File: config.mk
export PLATFORM = sky130hd
export DESIGN_NAME = spi_slave
export DESIGN_NICKNAME = d
export VERILOG_FILES = /design/src/rtl/spi_slave.sv
export SDC_FILE = /design/constraint.sdc
export NUM_CORES = 1
export LEC_CHECK = 0
export ABC_AREA = 1
export CAP_MARGIN = 10
export CELL_PAD_IN_SITES_DETAIL_PLACEMENT = 0
export CELL_PAD_IN_SITES_GLOBAL_PLACEMENT = 2
export CORE_AREA = 5 5 85 87
export DETAILED_ROUTE_END_ITERATION = 10
export DIE_AREA = 0 0 90 92
export PLACE_DENSITY = 0.77
export REMOVE_ABC_BUFFERS = 1
export SLEW_MARGIN = 20
export SYNTH_ARGS = -nofsm -noshare
export SYNTH_HDL_FRONTEND = slang
export SYNTH_SLANG_ARGS = --single-unit
export TNS_END_PERCENT = 1
File: constraint.sdc
create_clock -name clk -period 1.5 [get_ports clk]
set_input_delay 0.3 -clock clk [delete_from_list [all_inputs] [get_ports clk]]
set_output_delay 0.3 -clock clk [all_outputs]
set_load 0.01 [all_outputs]
File: src/rtl/spi_slave.sv
// SPI target with all SPI pins synchronized into clk, CPOL/CPHA modes and a one-entry TX buffer.
// Optional sticky status register enabled by defining SPI_SLAVE_STATUS_EN.
module spi_slave #(
  parameter int                    DATA_WIDTH  = 8,
  parameter int                    SYNC_STAGES = 2,
  parameter logic [DATA_WIDTH-1:0] FILL_WORD   = {DATA_WIDTH{1'b1}}
) (
  input  logic                  clk,
  input  logic                  rst,
  input  logic                  cpol,
  input  logic                  cpha,
  input  logic [DATA_WIDTH-1:0] tx_data,
  input  logic                  tx_valid,
  output logic                  tx_ready,
  output logic [DATA_WIDTH-1:0] rx_data,
  output logic                  rx_valid,
  output logic                  busy,
  input  logic                  sclk,
  input  logic                  cs_n,
  input  logic                  mosi,
  output logic                  miso,
  output logic                  miso_oe
`ifdef SPI_SLAVE_STATUS_EN
  ,
  input  logic                  status_clr,
  output logic [1:0]            status
`endif
);

  localparam int CW = (DATA_WIDTH > 2) ? $clog2(DATA_WIDTH) : 1;
  localparam logic [CW-1:0] LAST = CW'(DATA_WIDTH - 1);

  typedef enum logic {IDLE, ACTIVE} state_t;

  state_t                  state;
  logic [SYNC_STAGES-1:0]  sclk_sync, cs_sync, mosi_sync;
  logic                    sclk_d, cs_d;
  logic                    sclk_s, cs_s, mosi_s;
  logic                    sclk_rise, sclk_fall, cs_fall, cs_rise;
  logic                    sample_edge, change_edge;
  logic [CW-1:0]           bit_cnt;
  logic [DATA_WIDTH-1:0]   tx_shift, rx_shift, buf_data, load_word;
  logic                    buf_full, accept, load, frame_done;

  always_ff @(posedge clk or posedge rst) begin
    if (rst) begin
      sclk_sync <= '0;
      cs_sync   <= '1;
      mosi_sync <= '0;
      sclk_d    <= 1'b0;
      cs_d      <= 1'b1;
    end else begin
      sclk_sync <= {sclk_sync[SYNC_STAGES-2:0], sclk};
      cs_sync   <= {cs_sync[SYNC_STAGES-2:0], cs_n};
      mosi_sync <= {mosi_sync[SYNC_STAGES-2:0], mosi};
      sclk_d    <= sclk_sync[SYNC_STAGES-1];
      cs_d      <= cs_sync[SYNC_STAGES-1];
    end
  end

  assign sclk_s    = sclk_sync[SYNC_STAGES-1];
  assign cs_s      = cs_sync[SYNC_STAGES-1];
  assign mosi_s    = mosi_sync[SYNC_STAGES-1];
  assign sclk_rise = sclk_s & ~sclk_d;
  assign sclk_fall = ~sclk_s & sclk_d;
  assign cs_fall   = ~cs_s & cs_d;
  assign cs_rise   = cs_s & ~cs_d;

  // Modes 0 and 3 (cpol == cpha) sample on the rising edge.
  assign sample_edge = (cpol == cpha) ? sclk_rise : sclk_fall;
  assign change_edge = (cpol == cpha) ? sclk_fall : sclk_rise;

  // Handshake: a word transfers on any clk where tx_valid && tx_ready; tx_valid
  // may not be withdrawn by the producer's expectations, tx_ready means buffer empty.
  assign tx_ready   = ~buf_full;
  assign accept     = tx_valid & tx_ready;
  assign frame_done = (state == ACTIVE) & ~cs_rise & sample_edge & (bit_cnt == LAST);
  assign load       = ((state == IDLE) & cs_fall) | frame_done;
  assign load_word  = buf_full ? buf_data : FILL_WORD;
  assign miso       = busy & tx_shift[DATA_WIDTH-1];

  always_ff @(posedge clk or posedge rst) begin
    if (rst) begin
      state    <= IDLE;
      bit_cnt  <= '0;
      tx_shift <= '0;
      rx_shift <= '0;
      rx_data  <= '0;
      rx_valid <= 1'b0;
      busy     <= 1'b0;
      miso_oe  <= 1'b0;
      buf_full <= 1'b0;
      buf_data <= '0;
    end else begin
      rx_valid <= 1'b0;
      // A load in the same cycle as an accept takes the old content; the new word stays.
      if (accept) begin
        buf_data <= tx_data;
        buf_full <= 1'b1;
      end else if (load) begin
        buf_full <= 1'b0;
      end
      case (state)
        IDLE: begin
          if (cs_fall) begin
            state    <= ACTIVE;
            tx_shift <= load_word;
            bit_cnt  <= '0;
            busy     <= 1'b1;
            miso_oe  <= 1'b1;
          end
        end
        ACTIVE: begin
          if (cs_rise) begin
            state   <= IDLE;
            bit_cnt <= '0;
            busy    <= 1'b0;
            miso_oe <= 1'b0;
          end else if (sample_edge) begin
            rx_shift <= {rx_shift[DATA_WIDTH-2:0], mosi_s};
            if (bit_cnt == LAST) begin
              rx_data  <= {rx_shift[DATA_WIDTH-2:0], mosi_s};
              rx_valid <= 1'b1;
              bit_cnt  <= '0;
              tx_shift <= load_word;
            end else begin
              bit_cnt <= bit_cnt + 1'b1;
            end
          end else if (change_edge && bit_cnt != '0) begin
            // bit_cnt==0 keeps the MSB on a CPHA=1 leading edge and the reloaded word intact.
            tx_shift <= {tx_shift[DATA_WIDTH-2:0], 1'b0};
          end
        end
        default: state <= IDLE;
      endcase
    end
  end

`ifdef SPI_SLAVE_STATUS_EN
  logic underrun_set, abort_set;
  assign underrun_set = load & ~buf_full;
  assign abort_set    = (state == ACTIVE) & cs_rise & (bit_cnt != '0);

  always_ff @(posedge clk or posedge rst) begin
    if (rst) begin
      status <= 2'b00;
    end else begin
      status[1] <= underrun_set ? 1'b1 : (status_clr ? 1'b0 : status[1]);
      status[0] <= abort_set    ? 1'b1 : (status_clr ? 1'b0 : status[0]);
    end
  end
`endif

endmodule

==> results of run 1 <==
[stage by stage]
stage	utilization, %	instance area (um2)	setup TNS, ps	hold WS (ps)
final	42.4	2660	0	348
after global routing	42.4	2660	-25.9	361
after CTS	42.0	2640	0	351
after detailed placement	40.7	2550	-5110	335
after global placement	40.7	2550	-4920	335
after floorplan	-	2020	0	304
[per-layer routing]
metal,up-vias,wire (um),global-route usage (%)
li1,796,-,-
met1,712,2030,14.9
met2,26,1790,16.0
met3,2,214,3.36
met4,0,29,3.35
met5,-,0,0
[power groups by stage]
| stage | logic [mW] | clock network (mW) | registers (mW) |
|---|---|---|---|
| finish | 1.17 | 0.772 | 1.75 |
| global route | 1.37 | 0.860 | 1.80 |
| CTS | 1.18 | 0.807 | 1.75 |
| detailed placement | 1.19 | 0 | 1.78 |
| global placement | 1.18 | 0 | 1.77 |
| floorplan | 0.712 | 0 | 1.76 |
[timing repair]
| action | in CTS | in global routing |
|---|---|---|
| setup buffers | 1 | 0 |
| pin swaps | 0 | 1 |
| endpoints found under the setup margin | 9 | 23 |
| gates resized for setup | 9 | 11 |
[sequential cells by signal, indices dropped and copies added (netlist names)]
register,count
state,1
mosi_sync,2
sclk_sync,2
bit_cnt,3
sclk_d,1
rx_valid,1
tx_shift,8
miso_oe,1
cs_sync,2
buf_data,8
buf_full,1
rx_shift,7
cs_d,1
rx_data,8
[how the worst max path moves through the flow]
stage                from  slack (ps)         end  depth (start not counted)
2_1_floorplan         rst         120  bit_cnt[0]                          1
3_3_place_gp         cpha        -250  rx_data[5]                         10
3_5_place_dp         cpol        -260  rx_data[3]                         10
4_1_cts        rx_data[3]           1  rx_data[3]                          1
5_1_grt              cs_d         -10  rx_data[6]                          8
6_report         rx_valid          70    rx_valid                          1
[cell families after synthesis]
family | count (synthesis) | share of synthesized area (%)
AND/OR/NAND/NOR | 111 | 25.2
flip-flops | 46 | 56.3
buffers and inverters | 34 | 6.96
AO/OA/AOI/OAI | 27 | 8.00
multiplexers | 3 | 1.65
adder cells (fa/ha/maj) | 3 | 1.83
[synth_stat cells, types with 2 or more instances]
cell type  count  share of area, %
nand2_4        2               1.1
mux2_2         3               1.6
nand3_1       20               4.9
o21ai_0        8               2.0
inv_1         28               5.1
nand3_2        2              0.98
a21oi_1        8               2.0
dfrtp_1       43                53
buf_2          3              0.73
o21ai_2        7               3.0
nand2_1       67                12
nor2_1         7               1.3
o21ai_1        3              0.73
dfstp_2        3               3.8
or2_2          2              0.61
ha_1           3               1.8
nand2_2        7               2.1
[placed cells by master, fill, tap and decap left out, drive strengths merged]
cell / count
nand2: 76
dfrtp: 43
inv: 29
nand3: 23
buf: 19
o21ai: 18
clkdlybuf4s50: 15
dlygate4sd2: 9
nor2: 9
a21oi: 8
clkbuf: 8
dlymetal6s2s: 4
mux2: 3
dfstp: 3
ha: 3
or2: 2
o211ai: 1
nor3: 1
[cell type report]
cell class / instances / area [um2] / area share, %
Timing Repair Buffer: 47 / 450 / 16.9
Multi-Input combinational cell: 144 / 761 / 28.6
Clock buffer: 8 / 90.1 / 3.38
Inverter: 29 / 111 / 4.18
Tap cell: 77 / 96.3 / 3.62
Sequential cell: 46 / 1150 / 43.4
==> impl_metrics.yaml, run 1 <==
critical_path:
  path_cells: "clkdlybuf4s50_1"
  r2r-start: "bit_cnt[0]"
  crit-reg2reg-capture: "tx_shift[6]"
  critPathBufInv: 1
  rr_worst_depth: 7
  crit_family: "buffers and inverters"
  slowest_delay_ps: 520
  path_max_fanout: 1
  crit_type: "reg2out"
  end_kind: "output pin"
  r2r_slack_ps: 120
  startpoint_type: "register"
  required_ps: 1200
  crit_path_top_delay_cell: "clkdlybuf4s50_1"
  worstPathArrival_ps: 1130
clock_network:
  cts-buffers-inserted: 5
  clkSinkCount: 46
  clk_pin_slew_worst_paths_ps: 80
  clock_path_buffers: 2
  root_buffer: "clkbuf_8"
  holdBufCountCts: 0
  h-tree-depth: 2
  clkLatencyLatePin_ps: 290
  cts_tree: "built"
global_routing:
  grt-ovfl-total: 0
  grt_pass1_vias: 1583
  grt_max_degree: 47
  grt_usage_pct: 10.7
  grt_antenna_before_repair: 0
  grt_pass1_wl_mm: 7.33
timing:
  hold_viol: 0
  slew_violations: 0
  rsz0062_at_grt: "true"
  fin_crit_sh_pct: 95.5
  relSlewSlack_pct: 83.0
  setup_viol: 0
  fin_crit_ps: 1430
  tightest_slew_ps: 255
  finClkSkew_ps: 9.84
  clock.fmax_mhz: 698
  fin_ws_ps: 66.9
cells_and_area:
  nNetsFinal: 292
  num_antenna_cells: 0
  fillers: 636
  drive_gt1_share_pct: 21.9
  syn_to_final_growth_pct: 30.0
  instances_no_fill: 351
die:
  fp.dieW_um: 90
  core_area_um2: 6280
  ios: 29
  die_h_um: 92
  rows: 29
  die-area_um2: 8280
  initial_utilization_pct: 32.6
power:
  p_leak_nw: 1.42
  p_int_mw: 2.49
  clkPwrFrac_pct: 20.9
  p_total_mw: 3.69
  p_switching_mw: 1.20
  ir_drop_uv: 539
  pwr-share-comb_pct: 31.7
  pwr-share-seq_pct: 47.4
  power.density_nw_per_um2: 1380
  p_sw_share_pct: 32.5
synth:
  syn_avg_cell_area_um2: 9.15
  ys_seq_area_share_pct: 56.3
  async_flop_share_pct: 100
  yosysWarnings: 0
  syn_inst: 224
  ys_ff_latch: 46
  ys_types: 25
  synthFlopType: "dfrtp_1"
  synth_edf_count: 0
  syn_area_um2: 2050
place:
  placedCellCount: 342
  hpwlAfterDp_mm: 2.95
  pre_cts_ws_ps: -259
  io_buffers: 28
  place_congestion: 0.743
drt:
  drt_iter0_drc: 92
  final_antenna_net_count: 0
  drc: 0
  wirelength_mm: 4.07
  routedWlPerCell_um: 11.6
  drtPass1Iterations: 4
  vias: 1536
  viasPerCell: 4.38
run:
  max_cap_violations: 0
min_path:
  hp-class: "in2async"
status:
  run_status: "completed"
Note: power is estimated with default switching activity, not from simulation.
==> inputs of run 2 (changes only) <==
--- a/config.mk
+++ b/config.mk
@@ -9,9 +9,9 @@
 export CAP_MARGIN = 10
 export CELL_PAD_IN_SITES_DETAIL_PLACEMENT = 0
 export CELL_PAD_IN_SITES_GLOBAL_PLACEMENT = 2
-export CORE_AREA = 5 5 85 87
+export CORE_AREA = 2 2 82 84
 export DETAILED_ROUTE_END_ITERATION = 10
-export DIE_AREA = 0 0 90 92
+export DIE_AREA = 0 0 84 86
 export PLACE_DENSITY = 0.77
 export REMOVE_ABC_BUFFERS = 1
 export SLEW_MARGIN = 20
==> impl_metrics.yaml, run 2 (synthesis gave the netlist of run 1 again) <==
drt:
  drtPass1Iterations: 4
  wirelength_mm: 4.00
  routedWlPerCell_um: 11.4
  final_antenna_net_count: 0
  vias: 1513
  viasPerCell: 4.31
  drc: 0
  drt_iter0_drc: 96
place:
  hpwlAfterDp_mm: 3.01
  placedCellCount: 342
  place_congestion: 0.752
  place_area_um2: 2560
  io_buffers: 28
status:
  run_status: "completed"
critical_path:
  crit_type: "reg2out"
  crit_cells: 1
  required_ps: 1200
  startpoint_type: "register"
  worstPathArrival_ps: 1150
  end_kind: "output pin"
  path_max_fanout: 1
  rr_worst_depth: 8
  slowest_delay_ps: 520
  path_cells: "clkdlybuf4s50_1"
  crit_family: "buffers and inverters"
  critPathBufInv: 1
  crit_path_top_delay_cell: "clkdlybuf4s50_1"
cells_and_area:
  num_antenna_cells: 0
  postLayoutCellArea_um2: 2710
  top_regs: "buf_data: 8 flops, rx_data: 8 flops, tx_shift: 8 flops"
  syn_to_final_growth_pct: 32.1
  nNetsFinal: 292
  drive_gt1_share_pct: 22.6
  layout_commonest_cell: "nand2_1"
  instances_no_fill: 351
  layout_common_cells: "nand2_1 (67), dfrtp_1 (43), inv_1 (26), nand3_1 (19), buf_4 (15)"
clock_network:
  clkLatencyLatePin_ps: 290
  holdBufCountCts: 0
  clkSinkCount: 46
  cts_tree: "built"
  clk_pin_slew_worst_paths_ps: 90
  cts-buffers-inserted: 5
  h-tree-depth: 2
  clock_path_buffers: 2
  root_buffer: "clkbuf_8"
die:
  rows: 29
  die-area_um2: 7220
  fp.dieW_um: 84
  ios: 29
  core_area_um2: 6280
  die_h_um: 86
  initial_utilization_pct: 32.6
timing:
  rsz0062_at_grt: "false"
  relSlewSlack_pct: 82.4
  setup_viol: 0
  clock.fmax_mhz: 692
  slew_violations: 0
  finClkSkew_ps: 3.39
  fin_crit_sh_pct: 96.4
  hold_viol: 0
  tightest_slew_ps: 265
  fin_crit_ps: 1450
  whs_ps: 238
  fin_setup_tns_ps: 0
power:
  ir_drop_uv: 889
  power.density_nw_per_um2: 1430
  p_leak_nw: 1.40
global_routing:
  grt_pass1_vias: 1490
  grt_usage_pct: 12.2
  grt-ovfl-total: 0
  grt_antenna_before_repair: 0
  grt_pass1_wl_mm: 6.96
  grt_max_degree: 22
min_path:
  hp-class: "in2async"
run:
  max_cap_violations: 0
==> run 2: changes by cell type in the layout (fill, tap and decap cells not counted), moves of 2 or more <==
cell            before  now
clkinvlp_4           0    2
o21ai_0              8    6
o21ai_1              3    5
nand2_2              8    6
dlymetal6s2s_1       4    2
clkbuf_1             2    0
dlygate4sd2_1        9   12
==> run 2: worst paths after layout <==
kind | slack [ps] | from | end
min in group clk | 350 | mosi_sync[0] | mosi_sync[1]
hold reg to reg | 350 | mosi_sync[0] | mosi_sync[1]
max in group asynchronous | 800 | rst | cs_sync[1]
setup / recovery | 50 | rx_valid | rx_valid
setup reg to reg | 100 | cs_d | rx_data[5]
hold / removal | 240 | rst | rx_data[1]
==> run 2: where the power goes <==
part	switching, mW	leakage, nW	internal, mW
Combinational	0.635	0.782	0.537
Clock	0.435	0.0504	0.496
Sequential	0.177	0.571	1.58
==> run 2: cell type report <==
class,instances,area [um2]
Inverter,29,111
Clock inverter,3,45.0
Timing Repair Buffer,47,454
Multi-Input combinational cell,144,776
Fill cell,631,3570
Sequential cell,46,1150
Clock buffer,5,68.8
Tap cell,77,96.3
==> run 2: repair_timing <==
action,in CTS,in global routing
resized for setup,12,13
buffers inserted,1,0
pin swaps,0,1
setup endpoints to repair,12,21
==> run 2: metrics by stage <==
stage / power [mW] / setup WS [ps] / utilization [%]
after floorplan: 2.47 / 117 / -
after global placement: 2.95 / -251 / 40.9
after detailed placement: 2.97 / -265 / 40.9
after CTS: 3.88 / 18.3 / 42.6
after global routing: 4.19 / 2.86 / 43.1
final: 3.86 / 54.1 / 43.1
==> run 2: per-layer routing <==
| metal | global-route usage (%) | wire length [um] | vias to the layer above |
|---|---|---|---|
| li1 | - | - | 797 |
| met1 | 17.2 | 2080 | 691 |
| met2 | 18.4 | 1750 | 23 |
| met3 | 3.18 | 136 | 2 |
| met4 | 3.96 | 29 | 0 |
| met5 | 0 | 0 | - |
==> inputs of run 3 (changes only) <==
--- a/config.mk
+++ b/config.mk
@@ -9,10 +9,10 @@
 export CAP_MARGIN = 10
 export CELL_PAD_IN_SITES_DETAIL_PLACEMENT = 0
 export CELL_PAD_IN_SITES_GLOBAL_PLACEMENT = 2
-export CORE_AREA = 2 2 82 84
+export CORE_AREA = 2 2 86 88
 export DETAILED_ROUTE_END_ITERATION = 10
-export DIE_AREA = 0 0 84 86
-export PLACE_DENSITY = 0.77
+export DIE_AREA = 0 0 88 90
+export PLACE_DENSITY = 0.74
 export REMOVE_ABC_BUFFERS = 1
 export SLEW_MARGIN = 20
 export SYNTH_ARGS = -nofsm -noshare
==> constraint.sdc (replaced) <==
create_clock -name clk -period 1.3 [get_ports clk]
set_input_delay 0.26 -clock clk [delete_from_list [all_inputs] [get_ports clk]]
set_output_delay 0.26 -clock clk [all_outputs]
set_load 0.01 [all_outputs]
==> impl_metrics.yaml, run 3 (synthesis gave the netlist of run 1 again) <==
die:
  fp.dieW_um: 88
  ios: 29
  die_h_um: 90
  initial_utilization_pct: 29.2
  core_area_um2: 7020
  rows: 31
  die-area_um2: 7920
status:
  violations: "setup timing"
  run_status: "finished with violations"
drt:
  final_antenna_net_count: 0
  wl_met3_um: 147
  drc: 0
  drtPass1Iterations: 4
  wl_met1_mm: 2.11
  highest_layer: "met4"
  drt_iter0_drc: 49
  viasPerCell: 4.16
  wl_met2_mm: 1.90
  wirelength_mm: 4.22
  vias: 1596
  routedWlPerCell_um: 11.0
critical_path:
  crit-reg2reg-capture: "rx_data[4]"
  required_ps: 1500
  crit_type: "reg2reg"
  startpoint_type: "register"
  worstPathArrival_ps: 1550
  end_kind: "register"
  path_max_fanout: 8
  rr_worst_depth: 7
  r2r_slack_ps: -60
  r2r-start: "bit_cnt[0]"
clock_network:
  clkLatencyLatePin_ps: 300
  holdBufCountCts: 0
  root_buffer: "clkbuf_8"
  cts_tree: "built"
  h-tree-depth: 2
  clock_path_buffers: 2
  cts-buffers-inserted: 5
  clk_pin_slew_worst_paths_ps: 90
  clkSinkCount: 46
place:
  io_buffers: 28
  place_area_um2: 2640
  hpwlAfterDp_mm: 2.88
  place_congestion: 0.755
  placedCellCount: 370
min_path:
  hp-class: "in2async"
power:
  p_switching_mw: 1.49
  pwr-share-seq_pct: 45.0
  pwr-share-comb_pct: 34.5
  p_leak_nw: 1.46
  ir_drop_uv: 658
  power.density_nw_per_um2: 1520
  clkPwrFrac_pct: 20.5
  p_sw_share_pct: 33.3
  p_int_mw: 2.98
timing:
  fin_ws_ps: -56.0
  fin_crit_sh_pct: 104
  whs_ps: 312
  tightest_slew_ps: 250
  rsz0062_at_grt: "true"
  hold_viol: 0
  finClkSkew_ps: 7.01
  fin_setup_tns_ps: -561
  relSlewSlack_pct: 83.3
  slew_violations: 0
  clock.fmax_mhz: 737
  fin_crit_ps: 1360
  setup_viol: 17
global_routing:
  grt_antenna_before_repair: 0
  grt_pass1_vias: 1598
  grt_pass1_wl_mm: 7.19
  grt_max_degree: 47
  grt_usage_pct: 11.5
  grt-ovfl-total: 0
cells_and_area:
  top_regs: "buf_data: 8 flops, rx_data: 8 flops, tx_shift: 8 flops"
  drive_gt1_share_pct: 37.2
  layout_commonest_cell: "nand2_1"
  instances_no_fill: 384
  layout_common_cells: "nand2_1 (55), dfrtp_1 (42), inv_1 (21), buf_4 (21), nand2_2 (17)"
  num_antenna_cells: 0
  syn_to_final_growth_pct: 43.3
  postLayoutCellArea_um2: 2940
  fillers: 738
  nNetsFinal: 303
run:
  max_cap_violations: 0
-- run 3: cell types whose count changed in the layout (fill, tap and decap cells not counted), sizes merged --
cell,before,now
dlygate4sd2,12,9
clkbuf,5,6
buf,19,30
clkdlybuf4s50,14,13
clkinv,0,2
clkdlybuf4s15,0,3
bufinv,1,0
clkinvlp,2,1
-- run 3: how the worst max path moves through the flow --
stage	startpoint	to	slack [ps]
5_1_grt	sclk_d	rx_data[4]	-140
3_5_place_dp	cpol	rx_data[3]	-420
6_report	bit_cnt[0]	rx_data[4]	-60
4_1_cts	bit_cnt[0]	tx_shift[1]	-130
2_1_floorplan	bit_cnt[0]	rx_data[2]	-60
3_3_place_gp	cpha	rx_data[5]	-390
-- run 3: cell type report --
class                   instances  area (um2)  share of cell area [%]
clock buffers                   6        82.6                    2.81
clock inverters                 2        12.5                   0.426
inverters                      29         116                    3.96
multi-input cells             144         895                    30.5
flip-flops and latches         46        1160                    39.4
well taps                      99         124                    4.22
repair buffers                 57         544                    18.5
repair inverters                1        6.26                   0.213
-- run 3: power groups by stage --
stage / combinational, mW / sequential [mW] / clock (mW)
floorplan: 0.822 / 2.03 / 0
global placement: 1.41 / 2.03 / 0
detailed placement: 1.41 / 2.04 / 0
CTS: 1.41 / 2.00 / 0.974
global route: 1.77 / 2.07 / 1.01
finish: 1.54 / 2.01 / 0.915
-- run 3: critical path: stages, from the launching register on --
cell	delay (ps)
dfrtp_1	360
ha_2	190
ha_4	140
nand3_4	100
nor2_4	190
clkinv_4	130
nand2_2	90
o21ai_2	40
-- run 3: metal layers --
layer,global-route usage (%),vias up
met5,0,-
met4,4.62,0
met3,2.94,5
met2,17.2,22
met1,15.7,747
li1,-,822
-- run 3: through the flow --
stage	util (%)	setup WS (ps)	power, mW
global placement	37.6	-391	3.44
floorplan	-	-58.0	2.85
global route	41.8	-144	4.85
CTS	39.1	-130	4.39
finish	41.8	-56.0	4.47
detailed placement	37.6	-421	3.44
-- run 3: repair_timing --
action | CTS | global route
buffers inserted | 1 | 4
gates resized for setup | 27 | 47
pin swaps | 1 | 19
gates cloned | 0 | 1
setup endpoints to repair | 37 | 32
